File: src/rtl/outerprod_uc.sv
// outerprod_uc: unary-computing outer-product (rank-1 update) array.
//   ROWNUM x COLNUM cells. Each cell ANDs a row bitstream with a column bitstream
//   and accumulates a signed, saturating count of coincident ones. Accumulators
//   persist across runs, so successive runs add further rank-1 updates.
// Ports:
//   iClk, iRstN      clock, async active-low reset
//   iEn              run enable (low stalls counter and accumulation)
//   iClr             sync clear of accumulators; aborts any run
//   iStart, iMode    run request (IDLE only); 0 = rate-coded P cycles, 1 = exact P^2 cycles
//   iData0 / iData1  sign-magnitude row / column vectors, latched at start
//   oData            cell (i,j) at [(i*COLNUM+j)*OUTBITWIDTH +: OUTBITWIDTH], two's complement
//   oBusy, oDone     high while running / one-cycle pulse once the run completes

module outerprod_uc_cell #(
    parameter int OUTBITWIDTH = 8
) (
    input  logic                   iClk,
    input  logic                   iRstN,
    input  logic                   iClr,
    input  logic                   iStep,
    input  logic                   iHit,
    input  logic                   iNeg,
    output logic [OUTBITWIDTH-1:0] oAcc
);
    localparam logic [OUTBITWIDTH-1:0] ACCMAX = {1'b0, {(OUTBITWIDTH-1){1'b1}}};
    localparam logic [OUTBITWIDTH-1:0] ACCMIN = {1'b1, {(OUTBITWIDTH-1){1'b0}}};
    localparam logic [OUTBITWIDTH-1:0] ACCONE = {{(OUTBITWIDTH-1){1'b0}}, 1'b1};

    // Saturating counter: hold at the rails instead of wrapping.
    always_ff @(posedge iClk or negedge iRstN) begin
        if (!iRstN) begin
            oAcc <= '0;
        end else if (iClr) begin
            oAcc <= '0;
        end else if (iStep && iHit) begin
            if (!iNeg) begin
                if (oAcc != ACCMAX) oAcc <= oAcc + ACCONE;
            end else if (oAcc != ACCMIN) begin
                oAcc <= oAcc - ACCONE;
            end
        end
    end
endmodule

module outerprod_uc #(
    parameter int ROWNUM      = 2,
    parameter int COLNUM      = 2,
    parameter int BITWIDTH    = 4,
    parameter int OUTBITWIDTH = 8
) (
    input  logic                                 iClk,
    input  logic                                 iRstN,
    input  logic                                 iEn,
    input  logic                                 iClr,
    input  logic                                 iStart,
    input  logic                                 iMode,
    input  logic [ROWNUM*BITWIDTH-1:0]           iData0,
    input  logic [COLNUM*BITWIDTH-1:0]           iData1,
    output logic [ROWNUM*COLNUM*OUTBITWIDTH-1:0] oData,
    output logic                                 oBusy,
    output logic                                 oDone
);
    localparam int M = BITWIDTH - 1;

    typedef enum logic [1:0] {IDLE, RUN, DONE} state_t;

    typedef struct packed {
        logic                             mode;
        logic [ROWNUM-1:0][BITWIDTH-1:0]  row;
        logic [COLNUM-1:0][BITWIDTH-1:0]  col;
    } opReq_t;

    localparam logic [2*M-1:0] CNTONE  = {{(2*M-1){1'b0}}, 1'b1};
    localparam logic [2*M-1:0] LASTRATE = {{M{1'b0}}, {M{1'b1}}};

    state_t         state;
    logic [2*M-1:0] cnt;
    opReq_t         opQ;
    logic [2*M-1:0] lastCnt;
    logic           step;

    assign lastCnt = opQ.mode ? {(2*M){1'b1}} : LASTRATE;
    assign step    = (state == RUN) && iEn;

    always_ff @(posedge iClk or negedge iRstN) begin
        if (!iRstN) begin
            state <= IDLE;
            cnt   <= '0;
            opQ   <= '0;
            oBusy <= 1'b0;
            oDone <= 1'b0;
        end else if (iClr) begin
            state <= IDLE;
            cnt   <= '0;
            oBusy <= 1'b0;
            oDone <= 1'b0;
        end else begin
            case (state)
                IDLE: begin
                    oDone <= 1'b0;
                    if (iStart) begin
                        opQ   <= {iMode, iData0, iData1};
                        cnt   <= '0;
                        oBusy <= 1'b1;
                        state <= RUN;
                    end
                end
                RUN: begin
                    if (iEn) begin
                        cnt <= cnt + CNTONE;
                        if (cnt == lastCnt) begin
                            oBusy <= 1'b0;
                            oDone <= 1'b1;
                            state <= DONE;
                        end
                    end
                end
                DONE: begin
                    oDone <= 1'b0;
                    state <= IDLE;
                end
                default: state <= IDLE;
            endcase
        end
    end

    // Rate mode decorrelates the column stream with a bit-reversed count;
    // temporal mode sweeps the column threshold once per full row sweep,
    // giving exactly mag0*mag1 coincidences.
    logic [M-1:0] cntLo, cntHi, cntRev, colRef;
    assign cntLo = cnt[M-1:0];
    assign cntHi = cnt[2*M-1:M];

    always_comb begin
        cntRev = '0;
        for (int b = 0; b < M; b++) cntRev[b] = cntLo[M-1-b];
    end

    assign colRef = opQ.mode ? cntHi : cntRev;

    logic [ROWNUM-1:0] rowBit;
    logic [COLNUM-1:0] colBit;

    genvar i, j;
    generate
        for (i = 0; i < ROWNUM; i++) begin : gRow
            assign rowBit[i] = opQ.row[i][M-1:0] > cntLo;
        end
        for (j = 0; j < COLNUM; j++) begin : gCol
            assign colBit[j] = opQ.col[j][M-1:0] > colRef;
        end
        for (i = 0; i < ROWNUM; i++) begin : gCellRow
            for (j = 0; j < COLNUM; j++) begin : gCellCol
                // A zero magnitude never produces a one, so -0 never contributes.
                outerprod_uc_cell #(.OUTBITWIDTH(OUTBITWIDTH)) uCell (
                    .iClk  (iClk),
                    .iRstN (iRstN),
                    .iClr  (iClr),
                    .iStep (step),
                    .iHit  (rowBit[i] & colBit[j]),
                    .iNeg  (opQ.row[i][M] ^ opQ.col[j][M]),
                    .oAcc  (oData[(i*COLNUM+j)*OUTBITWIDTH +: OUTBITWIDTH])
                );
            end
        end
    endgenerate
endmodule

File: config.mk
export PLATFORM = sky130hd
export DESIGN_NAME = outerprod_uc
export DESIGN_NICKNAME = d
export VERILOG_FILES = /design/src/rtl/outerprod_uc.sv
export SDC_FILE = /design/constraint.sdc
export NUM_CORES = 1
export LEC_CHECK = 0
export ABC_AREA = 1
export CAP_MARGIN = 20
export CORE_MARGIN = 4
export CORE_UTILIZATION = 58
export CTS_CLUSTER_SIZE = 40
export DETAILED_ROUTE_END_ITERATION = 6
export PLACE_DENSITY = 0.82
export REMOVE_ABC_BUFFERS = 1
export SYNTH_ARGS = -nofsm -noshare
export SYNTH_HDL_FRONTEND = slang
export SYNTH_SLANG_ARGS = --single-unit
File: constraint.sdc
create_clock -name iClk -period 2.05 [get_ports iClk]
set_clock_uncertainty 0.05 [all_clocks]
set_input_delay 0.205 -clock iClk [delete_from_list [all_inputs] [get_ports iClk]]
set_output_delay 0.205 -clock iClk [all_outputs]
set_load 0.03 [all_outputs]
==> results.json, run 1 <==
{
  "rsz_0062_raised_after_global_routing": "true",
  "synth_top_cells_by_area": "sky130_fd_sc_hd__dfrtp_1 (30%), sky130_fd_sc_hd__nand2_1 (17%), sky130_fd_sc_hd__nand3_1 (11%), sky130_fd_sc_hd__ha_1 (9.5%), sky130_fd_sc_hd__inv_1 (9.0%)",
  "num_rows": 33,
  "nets": 853,
  "core_region_area_um2": 8180,
  "io-pin-count": 56,
  "post_synth.cell_area_avg_um2": 6.77,
  "routed_wl_um": 12600,
  "report.power.total_mw": 5.62,
  "initial_drc_count": 327,
  "critical_path.max_stage_delay_ns": 0.47,
  "max_cap_violations": 0,
  "globalRouteTotalUtil": 0.245,
  "route.detailed.wl_per_inst_um": 14.0,
  "final_design_area_no_fill_um2": 6070,
  "vias": 4925,
  "syn_inst": 720,
  "starting_density_of_the_core": 0.596,
  "finalSetupViolations": 21,
  "cp_top_family": "simple AND/OR/NAND/NOR gates",
  "commonest_cells_after_routing_fill_and_taps_aside": "sky130_fd_sc_hd__nand2_1 (215), sky130_fd_sc_hd__inv_1 (115), sky130_fd_sc_hd__nand3_1 (98)",
  "critPathSlowestCell": "sky130_fd_sc_hd__dfrtp_2",
  "critPathKind": "flip-flop to flip-flop",
  "p_leak_nw": 3.14,
  "worst_setup_hold_path_clk_slew_ns": 0.07,
  "worst_r2r_startpoint": "opQ[16]",
  "critical_path.startpoint_type": "flip-flop",
  "final_common_cell": "sky130_fd_sc_hd__nand2_1",
  "arrival_ns": 2.36,
  "synth_top_flop_cell": "sky130_fd_sc_hd__dfrtp_1",
  "chip_height_um": 99.7,
  "htree_num_levels": 3,
  "die-area_um2": 9940,
  "synth.ff_latch_count": 59,
  "clock_sink_count": 59,
  "grt-ovfl-total": 0,
  "slew-limit-headroom": 0.760,
  "worstPathCellList": "buf_6 > o21ai_4 > ha_4 > nand2_1 > nor2_1 > nor2_2 > nor2_4 > nand3_2 > nor2_4 > nand3_1 > nand2_1",
  "maxClockFrequency_mhz": 467,
  "synthesis.area_um2": 4870,
  "sequential_cell_area_fraction_in_the_yosys_report": 0.303,
  "grt_max_degree": 66,
  "place.port_buffers": 55,
  "dp_hpwl_um": 8490,
  "yosysWarnings": 0,
  "failed_checks": "setup timing",
  "final_hold_viol_count": 0,
  "vias_in_the_first_global_route": 4553,
  "final-max-slew-violation-count": 0,
  "status": "complete, but fails checks",
  "dr.pass1.iters": 6,
  "die_w_um": 99.7,
  "filler_cell_count_in_the_final_layout": 637,
  "worst_pin_slew_ns": 0.357,
  "synth_top_cell_by_area": "sky130_fd_sc_hd__dfrtp_1",
  "power_density_nw_per_um2": 927,
  "initial_antenna_violation_count": 0,
  "timing.critical_path.fanout_max": 8,
  "ys_async_sr_fraction": 1.00,
  "finalCriticalPeriod_ns": 2.14,
  "drive_above_1_share": 0.127,
  "unique_masters_post_synth": 32,
  "area_share_of_the_leading_cell_type_in_the_synthesized_netlist": 0.303,
  "combined_buffer_and_inverter_count_along_the_critical_path": 1,
  "ir_drop_uv": 839,
  "drc": 0,
  "min_period_over_period": 1.05,
  "cts-buffers-inserted": 9,
  "worst_setup_path_end_kind": "flip-flop",
  "worstSetupStartpoint": "opQ[16]",
  "grt_first_pass_wirelength_um": 20100,
  "via_per_inst": 5.47,
  "synth_enable_flop_cells": 0,
  "antenna_cells_inserted": 0,
  "cts_tree": "built",
  "worst-endpoint-required_ns": 2.27,
  "clockRootBuffer": "sky130_fd_sc_hd__clkbuf_8",
  "worst_skew_pair.late_latency_ns": 0.34,
  "postPlaceCellArea_um2": 5560,
  "syn2layout_area_growth_pct": 24.5,
  "setup_slack_ns": -0.0924,
  "drt.antenna.violating_nets": 0,
  "worstHoldPathType": "input port to asynchronous set/reset pin",
  "place.gp.congestion": 0.951,
  "clockBufferDepth": 2
}
-- kinds of logic after synthesis --
kind of cell    share of synthesized area
compound gates                     0.0390
mux                                0.0208
simple gates                        0.393
xor+xnor                           0.0252
flops                               0.303
fa+ha+maj                           0.111
buf+inv                             0.108
-- report_power, final --
part           total (mW)  internal, mW  switching [mW]
combinational        3.07          1.25            1.83
sequential           1.58          1.34           0.244
clock               0.973         0.503           0.470
-- state kept, by name (all words and copies together) (netlist names) --
register	cells
opQ	17
gCellRow.gCellCol.uCell.oAcc	32
oDone	1
oBusy	1
state	2
cnt	6
-- synth_stat cells (3+ instances only) --
cell type                  count
sky130_fd_sc_hd__dfrtp_1      59
sky130_fd_sc_hd__a21oi_1      26
sky130_fd_sc_hd__nand3_2       3
sky130_fd_sc_hd__o21ai_1       5
sky130_fd_sc_hd__nand2_1     222
sky130_fd_sc_hd__nand3_1     106
sky130_fd_sc_hd__nand4_1       8
sky130_fd_sc_hd__ha_1         37
sky130_fd_sc_hd__nand3b_1      5
sky130_fd_sc_hd__fa_1          4
sky130_fd_sc_hd__inv_2         6
sky130_fd_sc_hd__nor2_1       61
sky130_fd_sc_hd__nand2_2       5
sky130_fd_sc_hd__o21ai_0       4
sky130_fd_sc_hd__inv_1       117
sky130_fd_sc_hd__mux2_2        8
sky130_fd_sc_hd__or2_2         3
sky130_fd_sc_hd__nor2_4        9
sky130_fd_sc_hd__xor2_1        6
sky130_fd_sc_hd__xnor2_1       8
sky130_fd_sc_hd__buf_2         3
-- final cells by class --
type                       count  area [um^2]  area share
multi-input combinational    528         3130       0.516
sequential                    59         1480       0.244
timing repair buffer          69          694       0.114
inverter                     123          462      0.0761
clock buffer                  14          163      0.0268
tap                          105          131      0.0216
clock inverter                 2         10.0     0.00165
-- worst reg2reg max path, stage by stage (launching register included) --
cell and delay, ns:
sky130_fd_sc_hd__dfrtp_2 0.47, sky130_fd_sc_hd__buf_6 0.14, sky130_fd_sc_hd__o21ai_4 0.21, sky130_fd_sc_hd__ha_4 0.17
sky130_fd_sc_hd__nand2_1 0.06, sky130_fd_sc_hd__nor2_1 0.14, sky130_fd_sc_hd__nor2_2 0.07, sky130_fd_sc_hd__nor2_4 0.20
sky130_fd_sc_hd__nand3_2 0.11, sky130_fd_sc_hd__nor2_4 0.19, sky130_fd_sc_hd__nand3_1 0.14, sky130_fd_sc_hd__nand2_1 0.12
-- metal layers --
| metal | up-vias | track usage | wire length (um) |
|---|---|---|---|
| met2 | 212 | 0.413 | 6220 |
| met5 | - | 0 | 0 |
| li1 | 2421 | - | - |
| met3 | 36 | 0.0330 | 792 |
| met4 | 0 | 0.0714 | 272 |
| met1 | 2256 | 0.328 | 5290 |
-- stage by stage --
stage	hold slack (ns)	TNS, ns	utilization	std cells	setup slack, ns
CTS	0.361	0	0.705	893	0.00723
finish	0.347	-0.683	0.743	900	-0.0924
global placement	0.183	-0.103	0.680	876	-0.0179
floorplan	-0.141	-1.11	-	710	-0.157
detailed placement	0.191	-1.05	0.680	876	-0.0614
global route	0.420	-3.52	0.743	900	-0.181
-- repair_timing --
| item | in CTS | in global routing |
|---|---|---|
| buffers inserted | 0 | 7 |
| gates resized for setup | 6 | 41 |
| setup endpoints to repair | 32 | 32 |
| pin swaps | 2 | 18 |
| hold endpoints to repair | 59 | 0 |
| hold buffers | 1 | 0 |
-- worst paths after layout --
| path | endpoint | slack, ns | depth (start not counted) |
|---|---|---|---|
| worst min register to register | oBusy | 0.43 | 2 |
| worst min-delay path | state[0] | 0.35 | 3 |
| worst max-delay path | gCellRow[1].gCellCol[1].uCell.oAcc[2] | -0.09 | 11 |
| worst max register to register | gCellRow[1].gCellCol[1].uCell.oAcc[2] | -0.09 | 11 |
| max in group asynchronous | opQ[15] | 1.31 | 3 |
| min in group iClk | opQ[0] | 0.39 | 3 |
No activity file was read; power rests on OpenSTA's default activity.
==> run 2, diff against run 1 <==
- GPL_ROUTABILITY_DRIVEN: not set -> 0
==> results of run 2 <==
No change in the layout: final DEF, timing and power equal those of run 1.
